`src/rtl/hash_table_arbiter_if.sv`:
```
// Request, response and hash-table signal bundle for hash_table_arbiter.
// slave is the arbiter's view; master is the requester/table environment's view.
interface hash_table_arbiter_if #(
   parameter int NUM_REQ       = 4,
   parameter int KEY_WIDTH     = 32,
   parameter int VALUE_WIDTH   = 32,
   parameter int CHAINING_SIZE = 4
);
   localparam int CW = (CHAINING_SIZE > 1) ? $clog2(CHAINING_SIZE) : 1;

   logic [NUM_REQ-1:0]             req_valid;
   logic [2*NUM_REQ-1:0]           req_op;
   logic [KEY_WIDTH*NUM_REQ-1:0]   req_key;
   logic [VALUE_WIDTH*NUM_REQ-1:0] req_value;
   logic [NUM_REQ-1:0]             req_ready;
   logic [NUM_REQ-1:0]             rsp_valid;
   logic [VALUE_WIDTH-1:0]         rsp_value;
   logic                           rsp_error;
   logic [CW-1:0]                  rsp_collision;
   logic                           ht_op_en;
   logic [1:0]                     ht_op_sel;
   logic [KEY_WIDTH-1:0]           ht_key;
   logic [VALUE_WIDTH-1:0]         ht_value;
   logic                           ht_op_done;
   logic                           ht_op_error;
   logic [VALUE_WIDTH-1:0]         ht_value_out;
   logic [CW-1:0]                  ht_collision_count;
   logic                           busy;

   modport slave (
      input  req_valid, req_op, req_key, req_value,
      input  ht_op_done, ht_op_error, ht_value_out, ht_collision_count,
      output req_ready, rsp_valid, rsp_value, rsp_error, rsp_collision,
      output ht_op_en, ht_op_sel, ht_key, ht_value, busy
   );

   modport master (
      output req_valid, req_op, req_key, req_value,
      output ht_op_done, ht_op_error, ht_value_out, ht_collision_count,
      input  req_ready, rsp_valid, rsp_value, rsp_error, rsp_collision,
      input  ht_op_en, ht_op_sel, ht_key, ht_value, busy
   );
endinterface

```
`src/rtl/hash_table_arbiter.sv`:
```
// Round-robin arbiter serialising NUM_REQ requesters onto a single hash-table port,
// one operation outstanding at a time, with a WAIT timeout and fully registered outputs.
module hash_table_arbiter #(
   parameter int NUM_REQ        = 4,
   parameter int KEY_WIDTH      = 32,
   parameter int VALUE_WIDTH    = 32,
   parameter int CHAINING_SIZE  = 4,
   parameter int TIMEOUT_CYCLES = 64
) (
   input logic                 clk,
   input logic                 rst_n,
   hash_table_arbiter_if.slave bus
);
   localparam int CW = (CHAINING_SIZE > 1) ? $clog2(CHAINING_SIZE) : 1;
   localparam int PW = (NUM_REQ > 1) ? $clog2(NUM_REQ) : 1;
   localparam int TW = $clog2(TIMEOUT_CYCLES + 1);

   localparam logic [1:0] IDLE  = 2'd0;
   localparam logic [1:0] ISSUE = 2'd1;
   localparam logic [1:0] WAIT  = 2'd2;
   localparam logic [1:0] RESP  = 2'd3;

   localparam logic [1:0] OP_INVALID = 2'b11;

   logic [1:0]             state_q, state_d;
   logic [PW-1:0]          rrPtr_q, rrPtr_d;
   logic [PW-1:0]          grant_q, grant_d;
   logic [1:0]             op_q, op_d;
   logic [KEY_WIDTH-1:0]   key_q, key_d;
   logic [VALUE_WIDTH-1:0] value_q, value_d;
   logic [TW-1:0]          timeout_q, timeout_d;
   logic [NUM_REQ-1:0]     reqReady_q, reqReady_d;
   logic [NUM_REQ-1:0]     rspValid_q, rspValid_d;
   logic [VALUE_WIDTH-1:0] rspValue_q, rspValue_d;
   logic                   rspError_q, rspError_d;
   logic [CW-1:0]          rspColl_q, rspColl_d;
   logic                   htOpEn_q, htOpEn_d;
   logic [1:0]             htOpSel_q, htOpSel_d;
   logic [KEY_WIDTH-1:0]   htKey_q, htKey_d;
   logic [VALUE_WIDTH-1:0] htValue_q, htValue_d;
   logic                   busy_q, busy_d;

   logic                   pickFound;
   logic [PW-1:0]          pickIdx;
   int                     scanIdx;
   logic [TW-1:0]          timeoutInc;

   assign timeoutInc = timeout_q + TW'(1);

   // First valid requester at or after rrPtr_q, wrapping modulo NUM_REQ.
   always_comb begin
      pickFound = 1'b0;
      pickIdx   = '0;
      scanIdx   = 0;
      for (int i = 0; i < NUM_REQ; i++) begin
         scanIdx = int'(rrPtr_q) + i;
         if (scanIdx >= NUM_REQ) begin
            scanIdx = scanIdx - NUM_REQ;
         end
         if (!pickFound && bus.req_valid[scanIdx]) begin
            pickFound = 1'b1;
            pickIdx   = scanIdx[PW-1:0];
         end
      end
   end

   always_comb begin
      state_d    = state_q;
      rrPtr_d    = rrPtr_q;
      grant_d    = grant_q;
      op_d       = op_q;
      key_d      = key_q;
      value_d    = value_q;
      timeout_d  = timeout_q;
      reqReady_d = '0;
      rspValid_d = '0;
      rspValue_d = rspValue_q;
      rspError_d = rspError_q;
      rspColl_d  = rspColl_q;
      htOpEn_d   = 1'b0;
      htOpSel_d  = htOpSel_q;
      htKey_d    = htKey_q;
      htValue_d  = htValue_q;

      case (state_q)
         IDLE: begin
            // A nonzero reqReady_q marks the accept cycle of an already-chosen grant.
            if (reqReady_q != '0) begin
               if (op_q == OP_INVALID) begin
                  state_d             = RESP;
                  rspValid_d[grant_q] = 1'b1;
                  rspValue_d          = '0;
                  rspError_d          = 1'b1;
                  rspColl_d           = '0;
               end else begin
                  state_d   = ISSUE;
                  htOpEn_d  = 1'b1;
                  htOpSel_d = op_q;
                  htKey_d   = key_q;
                  htValue_d = value_q;
               end
            end else if (pickFound) begin
               grant_d             = pickIdx;
               reqReady_d[pickIdx] = 1'b1;
               op_d                = bus.req_op[int'(pickIdx)*2 +: 2];
               key_d               = bus.req_key[int'(pickIdx)*KEY_WIDTH +: KEY_WIDTH];
               value_d             = bus.req_value[int'(pickIdx)*VALUE_WIDTH +: VALUE_WIDTH];
            end
         end
         ISSUE: begin
            state_d   = WAIT;
            timeout_d = '0;
         end
         WAIT: begin
            if (bus.ht_op_done) begin
               state_d             = RESP;
               rspValid_d[grant_q] = 1'b1;
               rspValue_d          = bus.ht_value_out;
               rspError_d          = bus.ht_op_error;
               rspColl_d           = bus.ht_collision_count;
            end else if (timeoutInc == TW'(TIMEOUT_CYCLES)) begin
               state_d             = RESP;
               rspValid_d[grant_q] = 1'b1;
               rspValue_d          = '0;
               rspError_d          = 1'b1;
               rspColl_d           = '0;
               timeout_d           = timeoutInc;
            end else begin
               timeout_d = timeoutInc;
            end
         end
         default: begin
            state_d   = IDLE;
            rrPtr_d   = (grant_q == PW'(NUM_REQ - 1)) ? '0 : grant_q + PW'(1);
            htOpSel_d = '0;
            htKey_d   = '0;
            htValue_d = '0;
         end
      endcase

      busy_d = (state_d != IDLE);
   end

   always_ff @(posedge clk or negedge rst_n) begin
      if (!rst_n) begin
         state_q    <= IDLE;
         rrPtr_q    <= '0;
         grant_q    <= '0;
         op_q       <= '0;
         key_q      <= '0;
         value_q    <= '0;
         timeout_q  <= '0;
         reqReady_q <= '0;
         rspValid_q <= '0;
         rspValue_q <= '0;
         rspError_q <= 1'b0;
         rspColl_q  <= '0;
         htOpEn_q   <= 1'b0;
         htOpSel_q  <= '0;
         htKey_q    <= '0;
         htValue_q  <= '0;
         busy_q     <= 1'b0;
      end else begin
         state_q    <= state_d;
         rrPtr_q    <= rrPtr_d;
         grant_q    <= grant_d;
         op_q       <= op_d;
         key_q      <= key_d;
         value_q    <= value_d;
         timeout_q  <= timeout_d;
         reqReady_q <= reqReady_d;
         rspValid_q <= rspValid_d;
         rspValue_q <= rspValue_d;
         rspError_q <= rspError_d;
         rspColl_q  <= rspColl_d;
         htOpEn_q   <= htOpEn_d;
         htOpSel_q  <= htOpSel_d;
         htKey_q    <= htKey_d;
         htValue_q  <= htValue_d;
         busy_q     <= busy_d;
      end
   end

   assign bus.req_ready     = reqReady_q;
   assign bus.rsp_valid     = rspValid_q;
   assign bus.rsp_value     = rspValue_q;
   assign bus.rsp_error     = rspError_q;
   assign bus.rsp_collision = rspColl_q;
   assign bus.ht_op_en      = htOpEn_q;
   assign bus.ht_op_sel     = htOpSel_q;
   assign bus.ht_key        = htKey_q;
   assign bus.ht_value      = htValue_q;
   assign bus.busy          = busy_q;

endmodule

```
`src/flat_wrapper.sv`:
```
// flat-port wrapper written by rule: the top's interface ports become plain ports
module hash_table_arbiter_flat 
#(
   parameter int NUM_REQ        = 4,
   parameter int KEY_WIDTH      = 32,
   parameter int VALUE_WIDTH    = 32,
   parameter int CHAINING_SIZE  = 4,
   parameter int TIMEOUT_CYCLES = 64
)
  (clk, rst_n, bus_req_valid, bus_req_op, bus_req_key, bus_req_value, bus_ht_op_done, bus_ht_op_error, bus_ht_value_out, bus_ht_collision_count, bus_req_ready, bus_rsp_valid, bus_rsp_value, bus_rsp_error, bus_rsp_collision, bus_ht_op_en, bus_ht_op_sel, bus_ht_key, bus_ht_value, bus_busy);
  hash_table_arbiter_if #(.NUM_REQ(NUM_REQ), .KEY_WIDTH(KEY_WIDTH), .VALUE_WIDTH(VALUE_WIDTH), .CHAINING_SIZE(CHAINING_SIZE)) bus_i ();
  input logic clk;
  input logic rst_n;
  input wire logic [$bits(bus_i.req_valid)-1:0] bus_req_valid;
  input wire logic [$bits(bus_i.req_op)-1:0] bus_req_op;
  input wire logic [$bits(bus_i.req_key)-1:0] bus_req_key;
  input wire logic [$bits(bus_i.req_value)-1:0] bus_req_value;
  input wire logic [$bits(bus_i.ht_op_done)-1:0] bus_ht_op_done;
  input wire logic [$bits(bus_i.ht_op_error)-1:0] bus_ht_op_error;
  input wire logic [$bits(bus_i.ht_value_out)-1:0] bus_ht_value_out;
  input wire logic [$bits(bus_i.ht_collision_count)-1:0] bus_ht_collision_count;
  output wire logic [$bits(bus_i.req_ready)-1:0] bus_req_ready;
  output wire logic [$bits(bus_i.rsp_valid)-1:0] bus_rsp_valid;
  output wire logic [$bits(bus_i.rsp_value)-1:0] bus_rsp_value;
  output wire logic [$bits(bus_i.rsp_error)-1:0] bus_rsp_error;
  output wire logic [$bits(bus_i.rsp_collision)-1:0] bus_rsp_collision;
  output wire logic [$bits(bus_i.ht_op_en)-1:0] bus_ht_op_en;
  output wire logic [$bits(bus_i.ht_op_sel)-1:0] bus_ht_op_sel;
  output wire logic [$bits(bus_i.ht_key)-1:0] bus_ht_key;
  output wire logic [$bits(bus_i.ht_value)-1:0] bus_ht_value;
  output wire logic [$bits(bus_i.busy)-1:0] bus_busy;
  assign bus_i.req_valid = bus_req_valid;
  assign bus_i.req_op = bus_req_op;
  assign bus_i.req_key = bus_req_key;
  assign bus_i.req_value = bus_req_value;
  assign bus_i.ht_op_done = bus_ht_op_done;
  assign bus_i.ht_op_error = bus_ht_op_error;
  assign bus_i.ht_value_out = bus_ht_value_out;
  assign bus_i.ht_collision_count = bus_ht_collision_count;
  assign bus_req_ready = bus_i.req_ready;
  assign bus_rsp_valid = bus_i.rsp_valid;
  assign bus_rsp_value = bus_i.rsp_value;
  assign bus_rsp_error = bus_i.rsp_error;
  assign bus_rsp_collision = bus_i.rsp_collision;
  assign bus_ht_op_en = bus_i.ht_op_en;
  assign bus_ht_op_sel = bus_i.ht_op_sel;
  assign bus_ht_key = bus_i.ht_key;
  assign bus_ht_value = bus_i.ht_value;
  assign bus_busy = bus_i.busy;
  hash_table_arbiter #(.NUM_REQ(NUM_REQ), .KEY_WIDTH(KEY_WIDTH), .VALUE_WIDTH(VALUE_WIDTH), .CHAINING_SIZE(CHAINING_SIZE), .TIMEOUT_CYCLES(TIMEOUT_CYCLES)) u_core (.clk(clk), .rst_n(rst_n), .bus(bus_i));
endmodule
```
`config.mk`:
```
export PLATFORM = sky130hd
export DESIGN_NAME = hash_table_arbiter_flat
export DESIGN_NICKNAME = d
export VERILOG_FILES = /design/src/rtl/hash_table_arbiter_if.sv /design/src/rtl/hash_table_arbiter.sv /design/src/flat_wrapper.sv
export SDC_FILE = /design/constraint.sdc
export NUM_CORES = 1
export LEC_CHECK = 0
export BUFFER_PORTS_ARGS = -buffer_cell sky130_fd_sc_hd__buf_2
export CORE_AREA = 2 2 161 163
export CTS_CLUSTER_DIAMETER = 50
export CTS_CLUSTER_SIZE = 16
export DETAILED_ROUTE_END_ITERATION = 8
export DIE_AREA = 0 0 163 165
export GPL_TIMING_DRIVEN = 1
export HOLD_SLACK_MARGIN = 0.1
export PLACE_DENSITY = 0.73
export SLEW_MARGIN = 20
export SYNTH_ARGS = -nofsm -noshare
export SYNTH_HDL_FRONTEND = slang
export SYNTH_SLANG_ARGS = --single-unit
```
`constraint.sdc`:
```
create_clock -name clk -period 5.8 [get_ports clk]
set_input_delay 1.74 -clock clk [delete_from_list [all_inputs] [get_ports clk]]
set_output_delay 1.74 -clock clk [all_outputs]
set_load 0.1 [all_outputs]
```
==> results.cfg, run 1 <==
[synth]
ys_warn_count = 0
synth_edf_count = 0
syn_avg_cell_area_um2 = 9.76
syn_area_um2 = 8690
postSynthCellCount = 890
yosysSeqAreaShare_pct = 54.7
synth_ff_type = dfrtp_1
async_reset_ff_share_pct = 100
synth_nets = 1207
ys_types = 43
ys_ff_latch = 190

[floorplan]
initial_core_util_pct = 34.7
die-area_um2 = 26900
die_h_um = 165
die_w_um = 163
core-area_um2 = 25000
num_rows = 58
io_pins = 417

[clock_tree]
insertion_delay_ns = 0.42
cts_tree = done
ctsResizeCount = 0
clockBufferDepth = 2
post_cts_buffers = 0
path_clk_slew_ns = 0.06
clock-sinks = 190
cts-root-buf = clkbuf_16
htree_levels = 4
cts_buffers = 17
ctsHoldBuffers = 0

[sta]
period_share_pct = 59.8
drv_slew = 0
rsz0062_at_grt = no
skew_ns = 0.0164
report.final.hold_viol_count = 0
setup_viol = 0
fmax_ghz = 0.289
worst_slew_pin_slew_ns = 0.989
setup_tns_ns = 0
min_period_ns = 3.47
slew-limit-headroom_pct = 33.9

[grt]
grt_start_max_net_pins = 115
grt_pass1_vias = 7986
antenna_found_initial = 5
grt_overflow_total = 0
grt_use_total_pct = 20.8
grt_pass1_wl_mm = 43.4

[power]
leakagePower_nw = 5.66
ir_drop_mv = 0.484
finalPower_mw = 7.95
power_density_nw_per_um2 = 690

[setup_path]
critPathArrivalTime_ns = 3.79
rr_worst_depth = 6
start_kind = input port
r2r_slack_ns = 2.52
r2r-end = u_core.value_q[13]
setup.worst_path.end_class = flop
path_class = in -> reg
crit_fanout = 76
timing.rr.start = u_core.state_q[0]
required_ns = 6.13

[placement]
dpl.hpwl_mm = 20.9
port_buffers = 416
gp_congestion = 0.860
dp.cells = 1569

[min_path]
min_to = u_core.bus.ht_value[18]
hold_path.class = reg -> reg
holdPathStages = 2
min_from = u_core.bus.ht_value[18]

[final_layout]
seq_area_um2 = 4750
nNetsFinal = 1575
drive_above_1_share_pct = 37.1
fin_cells = 1605
area_growth_syn_to_layout_pct = 32.7
fillers = 2424
multi_input_area_um2 = 3550

[outcome]
status = finished, final reports clean

[route]
dr.pass1.iters = 8
ant_nets = 0
drc = 0
wl_mm = 28.7
wl_per_cell_um = 17.9
vias_per_cell = 5.24
vias = 8409
drtIter0Drc = 798

[run]
drv_cap = 0
-- layout make-up --
cell class,count,share of cell area [%]
diodes,4,0.0868
clock buffers,19,3.93
clock inverters,13,1.24
inverters,9,0.293
multi-input cells,615,30.8
flip-flops and latches,190,41.2
well taps,330,3.58
repair buffers,425,18.8
-- synth_stat cells, drive strengths merged, types with 9 or more instances --
| cell type | n | area [µm²] |
|---|---|---|
| buf | 32 | 241 |
| a21oi | 13 | 65.1 |
| nor2 | 73 | 274 |
| a31oi | 71 | 444 |
| clkbuf | 44 | 165 |
| dfrtp | 190 | 4750 |
| o21ai | 90 | 462 |
| a222oi | 66 | 661 |
| a22o | 36 | 315 |
| nand2 | 211 | 792 |
| inv | 9 | 33.8 |
| ha | 11 | 138 |
-- per-layer routing --
metal / track usage (%) / up-vias / part of all wire, %
met1: 26.3 / 3946 / 41
met3: 5.58 / 45 / 8.5
met2: 34.8 / 406 / 48
li1: - / 4010 / -
met4: 6.60 / 2 / 2.3
met5: 0 / - / 0.045
-- registers in the layout, summed over array words and instances, names as in the netlist --
name and count:
u_core.bus.busy 1, u_core.rrPtr_q 2, u_core.bus.rsp_valid 4, u_core.bus.ht_key 32, u_core.key_q 32, u_core.bus.ht_op_sel 2
u_core.bus.req_ready 4, u_core.bus.rsp_collision 2, u_core.grant_q 2, u_core.timeout_q 7, u_core.bus.rsp_value 32, u_core.op_q 2
u_core.value_q 32, u_core.bus.ht_value 32, u_core.bus.ht_op_en 1, u_core.state_q 2, u_core.bus.rsp_error 1
-- cell usage in the layout, fill, tap and decap left out, types with 3 or more instances in the layout --
master     count
diode_2        4
a22o_1        36
inv_1          9
buf_2        415
nand4_1        4
nand3_1        3
clkbuf_16     17
a21boi_0       4
buf_4          8
nand2b_1       3
clkbuf_8       3
nor2_1        73
a222oi_1      66
nor2b_1        4
ha_1          10
inv_6          3
dfrtp_1      190
a21oi_1       12
o21ai_0       88
inv_8          4
nand2_1      210
clkinv_4       3
a31oi_1       71
-- how the worst max path moves through the flow --
stage | end | startpoint | slack [ns]
after floorplan | u_core.key_q[0] | bus_req_valid[2] | 2.71
after global placement | u_core.value_q[19] | bus_req_valid[2] | 1.96
after detailed placement | u_core.value_q[6] | bus_req_valid[0] | 1.89
after CTS | u_core.value_q[13] | bus_req_valid[2] | 2.33
after global routing | u_core.value_q[18] | bus_req_valid[2] | 2.16
final | u_core.value_q[13] | bus_req_valid[2] | 2.33
-- stage by stage --
stage	cell area [µm²]	setup WS (ns)	utilization, %	hold WS, ns
2_1_floorplan	8690	2.71	-	0.492
3_3_place_gp	10900	1.96	43.6	0.458
3_5_place_dp	10900	1.89	43.6	0.465
4_1_cts	11500	2.33	46.0	0.480
5_1_grt	11500	2.16	46.0	0.502
6_report	11500	2.33	46.0	0.471
-- cell families (layout without fill, tap and decap cells) --
family,Yosys count,count (layout),share of synthesized area (%)
other,0,4,0
multiplexers,2,2,0.259
flip-flops,190,190,54.7
buffers and inverters,85,466,5.07
XOR/XNOR,1,1,0.101
AND/OR/NAND/NOR,311,311,14.5
adder cells (fa/ha/maj),11,11,1.58
AO/OA/AOI/OAI,290,290,23.8
-- power by group --
part | switching (mW) | total, mW | internal [mW]
registers | 0.338 | 2.22 | 1.88
logic | 3.52 | 4.54 | 1.02
clock network | 0.558 | 1.19 | 0.635
total | 4.42 | 7.95 | 3.54
-- critical path, cell delays in order --
cell and delay (ns):
buf_2 0.17, or4_1 0.19, and3_4 0.68, buf_4 0.64
nor2_1 0.10, a31oi_1 0.17
(Power assumes the default switching activity.)
==> run 2: changes to the inputs <==
--- a/config.mk
+++ b/config.mk
@@ -13,7 +13,7 @@
 export DIE_AREA = 0 0 163 165
 export GPL_TIMING_DRIVEN = 1
 export HOLD_SLACK_MARGIN = 0.1
-export PLACE_DENSITY = 0.73
+export PLACE_DENSITY = 0.75
 export SLEW_MARGIN = 20
 export SYNTH_ARGS = -nofsm -noshare
 export SYNTH_HDL_FRONTEND = slang
==> constraint.sdc (replaced) <==
create_clock -name clk -period 2.85 [get_ports clk]
set_input_delay 0.855 -clock clk [delete_from_list [all_inputs] [get_ports clk]]
set_output_delay 0.855 -clock clk [all_outputs]
set_load 0.1 [all_outputs]
==> run 2 against run 1 <==
Die area unchanged. Sequential share of layout area down 0.65 points. Worst setup slack lost 1.7 ns. Highest routed layer unchanged. Sequential power increased by 100%. Register-to-register slack worse by 1.9 ns. Design area up 1.6%. Non-clock buffer count rose by 15. First-iteration DRC count grew 29%. The flow now finishes with violations (design-rule violations). Final cell count up 0.93%. Flip-flop and latch count stayed put.
==> results.cfg, run 2 (same netlist as run 1, synthesis figures left out) <==
[outcome]
status = finished with violations
violations = design-rule violations

[clock_tree]
cts_buffers = 17
insertion_delay_ns = 0.43
cts_tree = done
clockBufferDepth = 2
htree_levels = 4
post_cts_buffers = 0
clock-sinks = 190
ctsResizeCount = 0
cts-root-buf = clkbuf_16
ctsHoldBuffers = 0
path_clk_slew_ns = 0.08

[power]
swShare_pct = 55.3
power_density_nw_per_um2 = 1390
intPower_mw = 7.30
p_clk_share_pct = 14.2
comb_power_share_pct = 58.1
leakagePower_nw = 5.76
finalPower_mw = 16.3
switchingPower_mw = 9.01
ir_drop_mv = 0.783
seq_power_share_pct = 27.6

[placement]
port_buffers = 416
dp_slack_ns = 0.263
gp_congestion = 0.843
dpl.hpwl_mm = 21.6

[grt]
grt_start_max_net_pins = 80
grt_overflow_total = 0
antenna_found_initial = 6
grt_use_total_pct = 20.9
grt_pass1_wl_mm = 43.1
grt_pass1_vias = 7954

[sta]
drv_slew = 0
setup_viol = 0
setup_slack_ns = 0.643
setup_tns_ns = 0
skew_ns = 0.0121
min_period_ns = 2.21
rsz0062_at_grt = no
fmax_ghz = 0.453
period_share_pct = 77.5
worst_slew_pin_slew_ns = 0.566
report.final.hold_viol_count = 0
slew-limit-headroom_pct = 62.5

[route]
ant_nets = 0
drtIter0Drc = 1030
dr.pass1.iters = 9
wl_mm = 29.1
vias = 8429
drc = 2
wl_per_cell_um = 18.0
vias_per_cell = 5.20

[floorplan]
die_w_um = 163
num_rows = 58
core-area_um2 = 25000
die_h_um = 165
initial_core_util_pct = 34.7
io_pins = 417
die-area_um2 = 26900

[setup_path]
setup.worst_path.end_class = flop
required_ns = 3.14
critPathArrivalTime_ns = 2.50
start_kind = flop
crit_fanout = 36
path_class = reg -> reg

[final_layout]
final_common_cell = buf_2
final_cell_mix = buf_2, nand2_1, dfrtp_1, o21ai_0, nor2_1
nNetsFinal = 1590
area_growth_syn_to_layout_pct = 34.8
drive_above_1_share_pct = 37.7

[min_path]
hold_path.class = in -> async

[run]
drv_cap = 0
-- run 2: area by class of cell --
cell class | instances | area, µm²
clock buffer | 20 | 457
tap | 330 | 413
clock inverter | 12 | 124
fill | 2409 | 13300
antenna | 4 | 10.0
sequential | 190 | 4750
multi-input combinational | 615 | 3550
inverter | 9 | 33.8
timing repair buffer | 440 | 2370
-- run 2: routing by layer --
layer	track usage, %	vias to the layer above	part of all wire [%]	routed length (µm)
li1	-	4032	-	-
met1	25.9	3922	40	11700
met2	35.9	430	49	14300
met3	5.78	43	8.7	2540
met4	5.79	2	1.8	511
met5	0	-	0.038	11
-- run 2: worst paths after layout --
path	start	end	slack [ns]	cells after the start
min in group clk	u_core.bus.ht_value[17]	u_core.bus.ht_value[17]	0.48	2
max reg2reg	u_core.rrPtr_q[0]	u_core.key_q[0]	0.64	7
max	u_core.rrPtr_q[0]	u_core.key_q[0]	0.64	7
min	rst_n	u_core.bus.rsp_error	0.39	1
min reg2reg	u_core.bus.ht_value[17]	u_core.bus.ht_value[17]	0.48	2
max in group asynchronous	rst_n	u_core.bus.ht_key[17]	1.81	2
-- run 2: power by group through the flow --
| stage | Sequential (mW) | Clock, mW | Combinational (mW) |
|---|---|---|---|
| after CTS | 4.49 | 2.39 | 9.55 |
| after global routing | 4.63 | 2.53 | 10.2 |
| final | 4.50 | 2.32 | 9.48 |
| after detailed placement | 4.54 | 0 | 9.52 |
| after global placement | 4.50 | 0 | 9.35 |
| after floorplan | 8.12 | 0 | 3.87 |
-- run 2: worst max-delay path: stages (launching register included) --
cell and delay [ns]:
dfrtp_1 0.49, nand2b_1 0.24, a21oi_1 0.31, a211oi_4 0.09, buf_12 0.18, buf_4 0.25
a222oi_1 0.36, a31oi_1 0.14
-- run 2: metrics by stage --
stage,hold slack [ns],std cells,cell area [µm²],util [%]
2_1_floorplan,0.492,890,8690,-
3_3_place_gp,0.458,1584,11100,44.4
3_5_place_dp,0.466,1584,11100,44.4
4_1_cts,0.385,1616,11700,46.7
5_1_grt,0.384,1617,11700,46.8
6_report,0.385,1620,11700,46.8
==> run 3: changes to the inputs <==
--- a/config.mk
+++ b/config.mk
@@ -5,15 +5,16 @@
 export SDC_FILE = /design/constraint.sdc
 export NUM_CORES = 1
 export LEC_CHECK = 0
+export ABC_AREA = 1
 export BUFFER_PORTS_ARGS = -buffer_cell sky130_fd_sc_hd__buf_2
-export CORE_AREA = 2 2 161 163
+export CORE_AREA = 2 2 163 165
 export CTS_CLUSTER_DIAMETER = 50
 export CTS_CLUSTER_SIZE = 16
 export DETAILED_ROUTE_END_ITERATION = 8
-export DIE_AREA = 0 0 163 165
+export DIE_AREA = 0 0 165 167
 export GPL_TIMING_DRIVEN = 1
 export HOLD_SLACK_MARGIN = 0.1
-export PLACE_DENSITY = 0.75
+export PLACE_DENSITY = 0.83
 export SLEW_MARGIN = 20
 export SYNTH_ARGS = -nofsm -noshare
 export SYNTH_HDL_FRONTEND = slang
==> constraint.sdc (replaced) <==
create_clock -name clk -period 1.9 [get_ports clk]
set_input_delay 0.57 -clock clk [delete_from_list [all_inputs] [get_ports clk]]
set_output_delay 0.57 -clock clk [all_outputs]
set_load 0.1 [all_outputs]
==> run 3 against run 2 <==
Die area is 2.5% higher. Routed wire length up 58%. Clock skew increased by 0.0090 ns. Clock-buffer cell count fell by 3. Utilization is 16 points higher. Synthesized cell count is 76% higher. Via count grew 53%. The flow finishes with violations (negative setup slack).
==> results.cfg, run 3 <==
[synth]
yosysMostFrequentCell = nand2_1
ys_warn_count = 0
async_reset_ff_share_pct = 100
synth-simple-area-share_pct = 44.8
postSynthCellCount = 1564
syn_avg_cell_area_um2 = 6.86
netlist.area_leader.share_pct = 44.3
synth_compound_area_share_pct = 2.65
synth_ff_type = dfrtp_1
synth_xor_xnor_area_share_pct = 0.408
synth.area.top_cells = dfrtp_1, nand2_1, nand4_1, nand3_1, buf_2
synth_edf_count = 0
synth_top_family_by_area = simple AND/OR/NAND/NOR gates
synth_mux_area_share_pct = 0
yosysSeqAreaShare_pct = 44.3
syn_area_um2 = 10700
yosys-top-cells-count = nand2_1, dfrtp_1, nand4_1, nand3_1, buf_2
synth_top_area_cell = dfrtp_1
ys_ff_latch = 190
synth_nets = 1881
synthAdderAreaFrac_pct = 1.28
ys_types = 30

[sta]
worst_slew_pin_slew_ns = 0.568
report.final.hold_viol_count = 0
drv_slew = 0
setup_viol = 107
setup_slack_ns = -0.333
setup_tns_ns = -19.30
min_period_ns = 2.23
slew-limit-headroom_pct = 62.4
skew_ns = 0.0212
rsz0062_at_grt = yes
fmax_ghz = 0.448
period_share_pct = 118

[clock_tree]
cts_buffers = 17
clock-sinks = 190
path_clk_slew_ns = 0.09
htree_levels = 4
insertion_delay_ns = 0.44
cts_tree = done
clockBufferDepth = 2
cts-root-buf = clkbuf_16

[floorplan]
io_pins = 417
die_w_um = 165
core-area_um2 = 25800
num_rows = 59
die_h_um = 167
die-area_um2 = 27600
initial_core_util_pct = 41.6

[grt]
grt_pass1_vias = 11600
grt_overflow_total = 0
grt_use_total_pct = 29.7
grt_pass1_wl_mm = 63.0
grt_start_max_net_pins = 56
top_usage_layer = met2
gr-usage-met1_pct = 35.7
use_met3_pct = 5.60
antenna_found_initial = 3
met2_usage_pct = 50.6

[final_layout]
final_cell_mix = nand2_1, buf_2, dfrtp_1, nand4_1, nand3_1
final_common_cell = nand2_1
drive_above_1_share_pct = 36.8
fillers = 2161
nNetsFinal = 2331
area_growth_syn_to_layout_pct = 51.2
final_util_pct = 63.0
stdcell_area_um2 = 16200

[setup_path]
crit_chain = buf_12 -> clkinv_8 -> nand2_4 -> nand2_4 -> buf_6 -> o21ai_4 -> nand3_4 -> nand3_4 -> buf_12 -> buf_12 -> buf_4 -> nand2_1 -> nand2_1 -> nand2_1 -> nand2_1 -> nand2_1 -> nand2_1
crit_top_cell = nand2_1
start_kind = flop
path_buf_inv = 6
rr_worst_depth = 17
crit_family = simple AND/OR/NAND/NOR gates
slowest_delay_ns = 0.40
r2r_slack_ns = -0.33
worst_path_max_delay_cell = dfrtp_2
critPathArrivalTime_ns = 2.61
crit_fanout = 6
path_class = reg -> reg
crit_start = u_core.rrPtr_q[0]
r2r-end = u_core.key_q[1]
timing.rr.start = u_core.rrPtr_q[0]
required_ns = 2.28
setup.worst_path.end_class = flop

[placement]
dpl.hpwl_mm = 28.7
gp_congestion = 0.974
port_buffers = 416
postPlaceCellArea_um2 = 13700

[route]
dr.pass1.iters = 6
wl_mm = 46.0
drtIter0Drc = 1353
wl_per_cell_um = 19.5
vias = 12900
ant_nets = 0
vias_per_cell = 5.47
drc = 0

[min_path]
holdPathStages = 3
min_to = u_core.bus.rsp_value[3]
hold_path.class = in -> reg
min_from = bus_ht_value_out[3]

[outcome]
status = finished with violations
violations = negative setup slack

[run]
drv_cap = 0
-- run 3: cell count changes in the layout (fill, tap and decap cells not counted), sizes merged, moves of 19 or more --
cell,previous run,this run
nand4,4,133
a222oi,66,0
a31oi,71,0
inv,14,40
nand3,3,79
clkbuf,21,40
nand2,211,916
o21ai,90,45
nor2,73,17
buf,439,521
a22o,36,1
-- run 3: area by class of cell --
class	count	area [µm²]	area share (%)
Clock inverter	15	221	1.37
Tap cell	335	419	2.58
Timing Repair inverter	1	6.26	0.0386
Inverter	35	171	1.06
Sequential cell	190	4760	29.4
Clock buffer	17	425	2.62
Multi-Input combinational cell	1222	5970	36.8
Antenna cell	3	7.51	0.0463
Timing Repair Buffer	547	4240	26.1
-- run 3: repair_timing --
action | 4_1_cts | 5_1_grt
setup endpoints to repair | 131 | 177
hold endpoints to repair | 35 | 0
pin swaps | 11 | 22
resized for setup | 86 | 190
hold buffers | 1 | 0
cloned | 15 | 19
setup buffers | 10 | 11
-- run 3: worst max path at each step --
stage               cells after the start  slack, ns                    end
detailed placement                     16      -0.50      u_core.value_q[7]
global route                           17      -0.40        u_core.key_q[1]
floorplan                              11      -0.05  u_core.bus.ht_key[24]
finish                                 17      -0.33        u_core.key_q[1]
CTS                                    17      -0.23     u_core.value_q[11]
global placement                       17      -0.35     u_core.value_q[27]
-- run 3: cells by family (layout without fill, tap and decap cells) --
family / Yosys count / after routing
DFF: 190 / 190
adders and majority gates: 11 / 11
other: 0 / 3
AOI/OAI and AO/OA: 54 / 54
buffers and inverters: 152 / 615
xor gates and xnor gates: 5 / 5
and+or+nand+nor: 1152 / 1152
-- run 3: layer usage --
metal | vias up | wire [µm] | share of wire [%]
li1 | 5944 | - | -
met1 | 6057 | 16800 | 37
met2 | 792 | 22800 | 50
met3 | 143 | 4190 | 9.1
met4 | 0 | 2180 | 4.7
met5 | - | 0 | 0
-- run 3: worst min-delay path: stages --
cell and delay, ns:
buf_2 0.10, nand2_1 0.06, o21ai_1 0.06
-- run 3: metrics by stage --
step           instances  hold slack (ns)  setup slack (ns)
2_1_floorplan       1564            0.274           -0.0500
3_3_place_gp        2276            0.457            -0.354
3_5_place_dp        2276            0.461            -0.497
4_1_cts             2333            0.378            -0.232
5_1_grt             2364            0.371            -0.401
6_report            2365            0.389            -0.333
Power of run 3 is left out: the tool's default activity adds up to more than one toggle a clock period on the data nets, which glitch-free logic cannot reach.
